**src/rtl/ratio_detector_pkg.sv**
```systemverilog
// ratio_detector_pkg
//   Shared types and default constants for the ratio detector.
//   - state_e         : measurement FSM states
//   - DEF_CNT_W       : default period counter width
//   - DEF_MAX_PERIOD  : default timeout threshold in Clock cycles
//   - DEF_LOCK_COUNT  : default number of consecutive equal periods needed to lock
//   - DEF_DIV0/1      : default expected periods for divider select 0 / 1
`timescale 1ns/1ps
package ratio_detector_pkg;

  localparam int DEF_CNT_W      = 8;
  localparam int DEF_MAX_PERIOD = 255;
  localparam int DEF_LOCK_COUNT = 4;
  localparam int DEF_DIV0       = 2;
  localparam int DEF_DIV1       = 4;

  typedef enum logic [1:0] {
    ST_IDLE    = 2'd0,
    ST_MEASURE = 2'd1,
    ST_LOCKED  = 2'd2
  } state_e;

endpackage

```
**src/rtl/rd_edge_detect.sv**
```systemverilog
// rd_edge_detect
//   Samples ClockIn in the Clock domain and flags its rising edges.
//   Ports:
//     Clock   : in  - sampling clock, rising edge
//     nReset  : in  - asynchronous active-low reset
//     ClockIn : in  - divided clock treated as data
//     Rise    : out - high for one cycle per detected 0->1 transition
//   Macro RATIO_DETECTOR_SYNC_EN: when defined, a two-flop synchroniser sits
//   in front of the sample register (two extra cycles of edge latency).
`timescale 1ns/1ps
module rd_edge_detect (
  input  logic Clock,
  input  logic nReset,
  input  logic ClockIn,
  output logic Rise
);

  logic src;
  logic in_q;
  logic prev_q;

`ifdef RATIO_DETECTOR_SYNC_EN
  logic [1:0] sync_q;

  always_ff @(posedge Clock or negedge nReset) begin
    if (!nReset) begin
      sync_q <= '0;
    end else begin
      sync_q <= {sync_q[0], ClockIn};
    end
  end

  assign src = sync_q[1];
`else
  assign src = ClockIn;
`endif

  always_ff @(posedge Clock or negedge nReset) begin
    if (!nReset) begin
      in_q   <= 1'b0;
      prev_q <= 1'b0;
    end else begin
      in_q   <= src;
      prev_q <= in_q;
    end
  end

  assign Rise = in_q & ~prev_q;

endmodule

```
**src/rtl/ratio_detector.sv**
```systemverilog
// ratio_detector
//   Measures the rising-to-rising period of ClockIn in Clock cycles, locks
//   once LOCK_COUNT consecutive equal periods are seen, and recovers which
//   divider (DIV0 / DIV1) produced it.
//   Ports:
//     Clock      : in  - single clock, rising edge
//     nReset     : in  - asynchronous active-low reset
//     ClockIn    : in  - divided clock under measurement
//     Period     : out - last measured period (CNT_W bits)
//     Locked     : out - period stable
//     RatioValid : out - Locked and Period is DIV0 or DIV1
//     SelDetect  : out - 1 when Period matches DIV1 (meaningful with RatioValid)
//     Error      : out - one-cycle pulse on timeout or loss of lock
//   Macro RATIO_DETECTOR_SYNC_EN: adds a two-flop synchroniser on ClockIn.
`timescale 1ns/1ps
module ratio_detector
  import ratio_detector_pkg::*;
#(
  parameter int CNT_W      = DEF_CNT_W,
  parameter int MAX_PERIOD = DEF_MAX_PERIOD,
  parameter int LOCK_COUNT = DEF_LOCK_COUNT,
  parameter int DIV0       = DEF_DIV0,
  parameter int DIV1       = DEF_DIV1
) (
  input  logic             Clock,
  input  logic             nReset,
  input  logic             ClockIn,
  output logic [CNT_W-1:0] Period,
  output logic             Locked,
  output logic             RatioValid,
  output logic             SelDetect,
  output logic             Error
);

  localparam int MATCH_W = $clog2(LOCK_COUNT + 1);

  localparam logic [CNT_W-1:0]   MAX_C    = CNT_W'(MAX_PERIOD);
  localparam logic [CNT_W-1:0]   DIV0_C   = CNT_W'(DIV0);
  localparam logic [CNT_W-1:0]   DIV1_C   = CNT_W'(DIV1);
  localparam logic [CNT_W-1:0]   CNT_ONE  = CNT_W'(1);
  localparam logic [MATCH_W-1:0] LOCK_C   = MATCH_W'(LOCK_COUNT);
  localparam logic [MATCH_W-1:0] MATCH_ONE = MATCH_W'(1);
  localparam logic               SAME_DIV = (DIV0 == DIV1);

  logic rise;

  state_e             state_q, state_d;
  logic [CNT_W-1:0]   cnt_q, cnt_d;
  logic [MATCH_W-1:0] match_q, match_d;
  logic [CNT_W-1:0]   period_q, period_d;
  logic               locked_q, locked_d;
  logic               ratio_valid_q, ratio_valid_d;
  logic               sel_q, sel_d;
  logic               error_q, error_d;
  logic               timeout;

  rd_edge_detect u_edge (
    .Clock   (Clock),
    .nReset  (nReset),
    .ClockIn (ClockIn),
    .Rise    (rise)
  );

  // An edge coinciding with the counter at MAX_PERIOD wins over the timeout.
  assign timeout = (cnt_q == MAX_C) && !rise;

  always_comb begin
    state_d  = state_q;
    cnt_d    = cnt_q;
    match_d  = match_q;
    period_d = period_q;
    locked_d = locked_q;
    error_d  = 1'b0;

    case (state_q)
      ST_IDLE: begin
        if (rise) begin
          state_d = ST_MEASURE;
          cnt_d   = CNT_ONE;
          match_d = '0;
        end
      end

      ST_MEASURE: begin
        if (rise) begin
          cnt_d    = CNT_ONE;
          period_d = cnt_q;
          match_d  = (cnt_q == period_q) ? match_q + MATCH_ONE : MATCH_ONE;
          if (match_d >= LOCK_C) begin
            state_d  = ST_LOCKED;
            locked_d = 1'b1;
          end
        end else if (timeout) begin
          state_d = ST_IDLE;
          cnt_d   = '0;
          error_d = 1'b1;
        end else begin
          cnt_d = cnt_q + CNT_ONE;
        end
      end

      ST_LOCKED: begin
        if (rise) begin
          cnt_d = CNT_ONE;
          if (cnt_q != period_q) begin
            state_d  = ST_MEASURE;
            period_d = cnt_q;
            match_d  = MATCH_ONE;
            locked_d = 1'b0;
            error_d  = 1'b1;
          end
        end else if (timeout) begin
          state_d  = ST_IDLE;
          cnt_d    = '0;
          locked_d = 1'b0;
          error_d  = 1'b1;
        end else begin
          cnt_d = cnt_q + CNT_ONE;
        end
      end

      default: begin
        state_d  = ST_IDLE;
        cnt_d    = '0;
        locked_d = 1'b0;
      end
    endcase

    // Derived from next-state values so they move in lockstep with Locked.
    ratio_valid_d = locked_d && ((period_d == DIV0_C) || (period_d == DIV1_C));
    sel_d         = ratio_valid_d && !SAME_DIV && (period_d == DIV1_C);
  end

  always_ff @(posedge Clock or negedge nReset) begin
    if (!nReset) begin
      state_q       <= ST_IDLE;
      cnt_q         <= '0;
      match_q       <= '0;
      period_q      <= '0;
      locked_q      <= 1'b0;
      ratio_valid_q <= 1'b0;
      sel_q         <= 1'b0;
      error_q       <= 1'b0;
    end else begin
      state_q       <= state_d;
      cnt_q         <= cnt_d;
      match_q       <= match_d;
      period_q      <= period_d;
      locked_q      <= locked_d;
      ratio_valid_q <= ratio_valid_d;
      sel_q         <= sel_d;
      error_q       <= error_d;
    end
  end

  assign Period     = period_q;
  assign Locked     = locked_q;
  assign RatioValid = ratio_valid_q;
  assign SelDetect  = sel_q;
  assign Error      = error_q;

endmodule

```
**config.mk**
```make
export PLATFORM = sky130hd
export DESIGN_NAME = ratio_detector
export DESIGN_NICKNAME = d
export VERILOG_FILES = /design/src/rtl/ratio_detector_pkg.sv /design/src/rtl/rd_edge_detect.sv /design/src/rtl/ratio_detector.sv
export SDC_FILE = /design/constraint.sdc
export NUM_CORES = 1
export LEC_CHECK = 0
export BUFFER_PORTS_ARGS = -buffer_cell sky130_fd_sc_hd__buf_4
export CELL_PAD_IN_SITES_DETAIL_PLACEMENT = 1
export CELL_PAD_IN_SITES_GLOBAL_PLACEMENT = 2
export CORE_UTILIZATION = 37
export DETAILED_ROUTE_END_ITERATION = 8
export PLACE_DENSITY_LB_ADDON = 0.25
export RECOVER_POWER = 25
export SLEW_MARGIN = 20
export SYNTH_ARGS = -nofsm -noshare
export SYNTH_HDL_FRONTEND = slang
export SYNTH_SLANG_ARGS = --single-unit
```
**constraint.sdc**
```tcl
create_clock -name Clock -period 2.37 [get_ports Clock]
set_input_delay 0.474 -clock Clock [delete_from_list [all_inputs] [get_ports Clock]]
set_output_delay 0.474 -clock Clock [all_outputs]
set_load 0.01 [all_outputs]
```
## Yosys cells after proc, flatten, opt, wreduce, memory -nomap -nowiden

Cells that the tools add are included.

- ROM bits: 0
- Latch bits: 0
- Word-level logic and storage cells: 70
- Memories: 0
- Bits in writable memories: 0
- Register bits after elaboration: 27

- Reduce and logical (&&, ||, !) cells: 10
- Magnitude comparators: 1
- Muxes and demuxes: 32
- $add $sub $neg: 2
- Bitwise operators: 2
- Shifts and indexed selects: 0
- Equality and inequality tests: 13
- Div/mod/pow operators: 0
- Multipliers: 0

Operators by type and width:

| kind | number |
|---|---|
| 8-bit two-way mux | 6 |
| 8-bit one-hot mux with 2 select lines | 2 |
| 3-bit two-way mux | 5 |
| 2-bit two-way mux | 6 |
| 1-bit two-way mux | 9 |
| 3-bit one-hot mux with 3 select lines | 1 |
| 8-bit by 1-bit adder with 8-bit output, second input constant | 1 |
| 8-bit by 2-bit == test with 1-bit output, second input constant | 1 |
| 8-bit by 3-bit == test with 1-bit output, second input constant | 1 |
| 8-bit == test | 1 |
| 8-bit == test, second input constant | 1 |
| 2-bit inequality test, second input constant | 4 |
| 8-bit inequality test | 1 |
| 3-bit inequality test, second input constant | 2 |
| 2-bit one-hot mux with 3 select lines | 1 |
| 5-bit AND reduction | 1 |
| 3-bit by 1-bit adder with 3-bit output, second input constant | 1 |
| 3-bit >= comparator, second input constant | 1 |
| 1-bit logical AND | 3 |
| 1-bit one-hot mux with 3 select lines | 1 |
| 3-bit AND reduction | 1 |
| 3-bit nonzero test | 1 |
| 2-bit by 1-bit == test with 1-bit output, second input constant | 1 |
| 2-bit == test, second input constant | 1 |
| 7 further kinds | 7 |

## Depth between registers and ports, before layout

- Depth in word-level cells: 9
- Mapped depth: 9
- Mapped depth without buffers: 8

## By module

From an unflattened synthesis, not the netlist that was laid out.

- Cell total of the unflattened synthesis: 194
- Area total of the unflattened synthesis: 1811.7 sq um

Modules (own cells, without submodules):

| module | area an instance (sq um) | cells each | instances |
|---|---|---|---|
| ratio_detector | 1747.9 | 191 | 1 |
| rd_edge_detect | 63.8 | 3 | 1 |

## Worst setup path before layout

No wires, ideal clock.

- Path kind: register -> register
- From: register cnt_q[6]
- To: register ratio_valid_q (netlist: RatioValid)
- Clock period less this slack: 2.134 ns
- Setup slack: 0.236 ns
- Buffers on the path: 2
- Cell stages (with the launch flop): 9
- Data arrival time: 2.047 ns
- Path through: dfrtp_1 buf_6 xor2_2 nor4_4 a211oi_2 or2_0 buf_2 a221o_1 a211oi_2

- Longest elaborated chain between the ends: 7
- Elaborated cells between the ends (all ways): 20
- Classes of those cells: order compare: 1; eq/ne: 5; mux: 11; reduce/logical: 3

Ends and longest elaborated chain:

| item | line | text |
|---|---|---|
| from (decl) | ratio_detector.sv:48 | `logic [CNT_W-1:0] cnt_q, cnt_d;` |
| from (signal assigned) | ratio_detector.sv:146 | `cnt_q <= cnt_d;` |
| 8-bit == test / 8-bit inequality test (equally long branches) | ratio_detector.sv:88, ratio_detector.sv:105 |  |
| 3-bit two-way mux / 8-bit two-way mux (equally long branches) | ratio_detector.sv:88, ratio_detector.sv:105 |  |
| 3-bit >= comparator / 8-bit two-way mux (equally long branches) | ratio_detector.sv:89, ratio_detector.sv:103 |  |
| 1-bit two-way mux / 8-bit one-hot mux with 2 select lines (equally long branches) | ratio_detector.sv:89, ratio_detector.sv:75 |  |
| 1-bit two-way mux (tied with other cells) | ratio_detector.sv:85 | `if (rise) begin` |
| 1-bit one-hot mux with 3 select lines / 1-bit logical OR (equally long branches) | ratio_detector.sv:75, ratio_detector.sv:130 |  |
| 1-bit logical AND * | ratio_detector.sv:130 | `ratio_valid_d = locked_d && ((period_d == DIV0_C) \|\| (period_d == DIV1_C));` |
| via ratio_valid_d | ratio_detector.sv:52 | `logic ratio_valid_q, ratio_valid_d;` |
| to (signal assigned) | ratio_detector.sv:150 | `ratio_valid_q <= ratio_valid_d;` |
| to (decl) | ratio_detector.sv:52 |  |

Mark *: on every way through the listed nets, which the timed path passes. The rest lies on a longest branch.
A chain may end at the register's enable or synchronous reset.

## Final worst setup path

- From: register match_q[0]
- To: register ratio_valid_q (netlist: RatioValid)

- Longest elaborated chain between the ends: 7

Ends and longest elaborated chain:

| item | line | text |
|---|---|---|
| from (decl) | ratio_detector.sv:49 | `logic [MATCH_W-1:0] match_q, match_d;` |
| from (signal assigned) | ratio_detector.sv:147 | `match_q <= match_d;` |
| 3-bit by 1-bit adder with 3-bit output | ratio_detector.sv:88 | `match_d = (cnt_q == period_q) ? match_q + MATCH_ONE : MATCH_ONE;` |
| 3-bit two-way mux | ratio_detector.sv:88 |  |
| 3-bit >= comparator | ratio_detector.sv:89 | `if (match_d >= LOCK_C) begin` |
| 1-bit two-way mux | ratio_detector.sv:89 |  |
| 1-bit two-way mux | ratio_detector.sv:85 |  |
| 1-bit one-hot mux with 3 select lines | ratio_detector.sv:75 | `case (state_q)` |
| 1-bit logical AND | ratio_detector.sv:130 |  |
| via ratio_valid_d | ratio_detector.sv:52 |  |

The timed path passes the listed nets, and every way through them passes these cells.

==> reports/metrics.cfg <==
[pwr]
ir_worst_vdd_mv = 0.613
p_int_mw = 1.21
combPwrFrac = 0.618
pwr-share-clk = 0.119
p_sw_frac = 0.478
p_leak_nw = 1.02
p_sw_mw = 1.11
power_density_mw_per_mm2 = 1100
finalPower_mw = 2.31
pwr-share-seq = 0.263

[critical_path]
path_delay_family = compound AO/OA/AOI/OAI gates
r2r-end = RatioValid
crit_required_ns = 2.56
crit_buf_inv = 0
crit_type = register to register
slowest_delay_ns = 0.43
cp_cell_sequence = ha_1 > xor2_1 > nand4b_1 > o31ai_2 > o211ai_1 > a221o_1 > a211oi_2
r2r_cells = 7
cp-end-kind = register
r2r_slack_ns = 0.05
cpMaxStageDelayCell = xor2_1
start_kind = register
worstPathArrival_ns = 2.52
cp_max_fo = 3
r2r_start = match_q[0]

[sta]
fmax_ghz = 0.430
hold_viol_final = 0
skew_ns = 0.00219
finalCriticalPeriod_ns = 2.32
slew_viol_final = 0
fin_crit_sh = 0.981
worstMarginPinSlew_ns = 1.45
finalSetupViolations = 0
slew_headroom = 0.0356

[run]
cap_violations = 0

[grt]
gr-usage-all-layers = 0.216
grt_first_pass_wirelength_um = 8570
grt_max_degree = 28
grt_overflow_total = 0
antenna_found_initial = 0
grt_pass1_vias = 1681

[cts]
cts_tree = built
numCtsBuffers = 3
clkSlewWorstSetupHoldPaths_ns = 0.10
cts_buffer_depth = 2
clk_latency_ns = 0.27
root_buffer = clkbuf_8
numClockSinks = 27
htreeDepth = 1

[floorplan]
core_sq_mm = 0.00450
rows = 24
die_y_um = 71.5
dieArea_sq_mm = 0.00511
start_util = 0.396
die_x_um = 71.5
io-pin-count = 15

[placed_design]
placed_cells = 265
port-buffer-count = 14
dpl_cell_area_sq_mm = 0.00201
dp_hpwl_um = 3800
place.gp.congestion = 0.872

[synth]
ys.flop_type = dfrtp_1
ys_seq_area_frac = 0.378
syn-instance-count = 195
avgSynthCellArea_sq_um = 9.16
synth_edf_count = 0
ys_seq_elements = 27
synthArstFlopShare = 1.00
netlist_area_sq_mm = 0.00179
synth_cell_types = 49
ys_warn_count = 0
synth_fp_nets = 205

[drt]
vias_per_cell = 5.88
num_vias = 1606
drc = 0
wl_um = 5100
first_iter_violations = 67
ant_nets = 0
first_pass_iters = 4
wl_per_cell_um = 18.7

[final_layout]
design_area_sq_mm = 0.00210
finalNonFillerCells = 273
diodes = 0
final_common_cell = buf_4
final_cell_mix = buf_4, nand2_1, dfrtp_1
fin_nets = 232
drive_above_1_share = 0.281
synthToLayoutAreaGrowth_pct = 17.9

[status]
status = finished, final reports clean

[hold_path]
min_to = u_edge.in_q
min_from = ClockIn
whs_path_depth = 1
hp-class = input port to register

==> worst max path at each step <==
| stage | startpoint | slack [ns] | depth (start not counted) | to |
|---|---|---|---|---|
| 6_report | match_q[0] | 0.05 | 7 | RatioValid |
| 5_1_grt | cnt_q[7] | -0.004 | 6 | RatioValid |
| 4_1_cts | cnt_q[7] | 0.01 | 6 | RatioValid |
| 3_5_place_dp | cnt_q[7] | 0.1 | 6 | RatioValid |
| 3_3_place_gp | cnt_q[7] | 0.19 | 6 | SelDetect |
| 2_1_floorplan | cnt_q[6] | 0.24 | 8 | RatioValid |
==> layout make-up <==
| cell class | instances | area, sq um |
|---|---|---|
| Fill cell | 527 | 2400 |
| Multi-Input combinational cell | 151 | 1040 |
| Sequential cell | 27 | 679 |
| Timing Repair Buffer | 34 | 251 |
| Tap cell | 52 | 65.1 |
| Clock buffer | 3 | 41.3 |
| Inverter | 5 | 18.8 |
| Clock inverter | 1 | 7.51 |
==> Yosys cell counts, drive strengths merged (3+ instances only) <==
master / n / share of area
nor3: 5 / 0.014
clkbuf: 7 / 0.015
nand2: 26 / 0.055
xor2: 9 / 0.053
inv: 5 / 0.011
ha: 7 / 0.049
a21oi: 8 / 0.022
nand3: 6 / 0.017
or4: 3 / 0.017
o21ai: 22 / 0.062
nor2b: 3 / 0.011
and3: 5 / 0.019
a22oi: 3 / 0.013
nor2: 9 / 0.020
buf: 5 / 0.025
dfrtp: 27 / 0.38
nand2b: 3 / 0.011
a22o: 6 / 0.033
==> logic make-up (layout without fill, tap and decap cells) <==
family                   count (synthesis)  in the layout  synth area share
flip-flops                              27             27             0.378
adder cells (fa/ha/maj)                  7              7            0.0491
buffers and inverters                   17             43            0.0498
AND/OR/NAND/NOR                         74             74             0.233
AO/OA/AOI/OAI                           60             60             0.231
multiplexers                             1              1           0.00561
XOR/XNOR                                 9              9            0.0526
==> registers in the layout, indices dropped and copies added (netlist names) <==
| signal | count |
|---|---|
| state_q | 2 |
| u_edge.in_q | 1 |
| Locked | 1 |
| cnt_q | 8 |
| u_edge.prev_q | 1 |
| SelDetect | 1 |
| Period | 8 |
| match_q | 3 |
| RatioValid | 1 |
| Error | 1 |
==> through the flow <==
| stage | TNS, ns | worst slack, ns | utilization | hold WS (ns) |
|---|---|---|---|---|
| 2_1_floorplan | 0 | 0.236 | - | 0.178 |
| 3_3_place_gp | 0 | 0.191 | 0.445 | 0.379 |
| 3_5_place_dp | 0 | 0.0993 | 0.445 | 0.389 |
| 4_1_cts | 0 | 0.00992 | 0.457 | 0.103 |
| 5_1_grt | -0.00418 | -0.00418 | 0.467 | 0.305 |
| 6_report | 0 | 0.0454 | 0.467 | 0.319 |
==> power groups by stage <==
stage / logic (mW) / clock network, mW / registers (mW)
after global placement: 1.34 / 0 / 0.613
after CTS: 1.39 / 0.287 / 0.607
after global routing: 1.58 / 0.308 / 0.619
final: 1.43 / 0.276 / 0.607
after detailed placement: 1.38 / 0 / 0.617
after floorplan: 0.914 / 0 / 0.611
==> routing by layer <==
layer  vias to the layer above  track usage  wire length (um)
met3                         8       0.0267               170
li1                        753            -                 -
met1                       805        0.298              2400
met4                         0       0.0545                55
met2                        40        0.363              2480
met5                         -            0                 0
==> what timing repair did <==
action / 4_1_cts / 5_1_grt
endpoints found under the setup margin: 2 / 2
hold buffers: 0 / 0
gates cloned: 0 / 0
pin swaps: 1 / 1
buffers inserted: 0 / 4
gates resized for setup: 1 / 7
(Power assumes the default switching activity.)
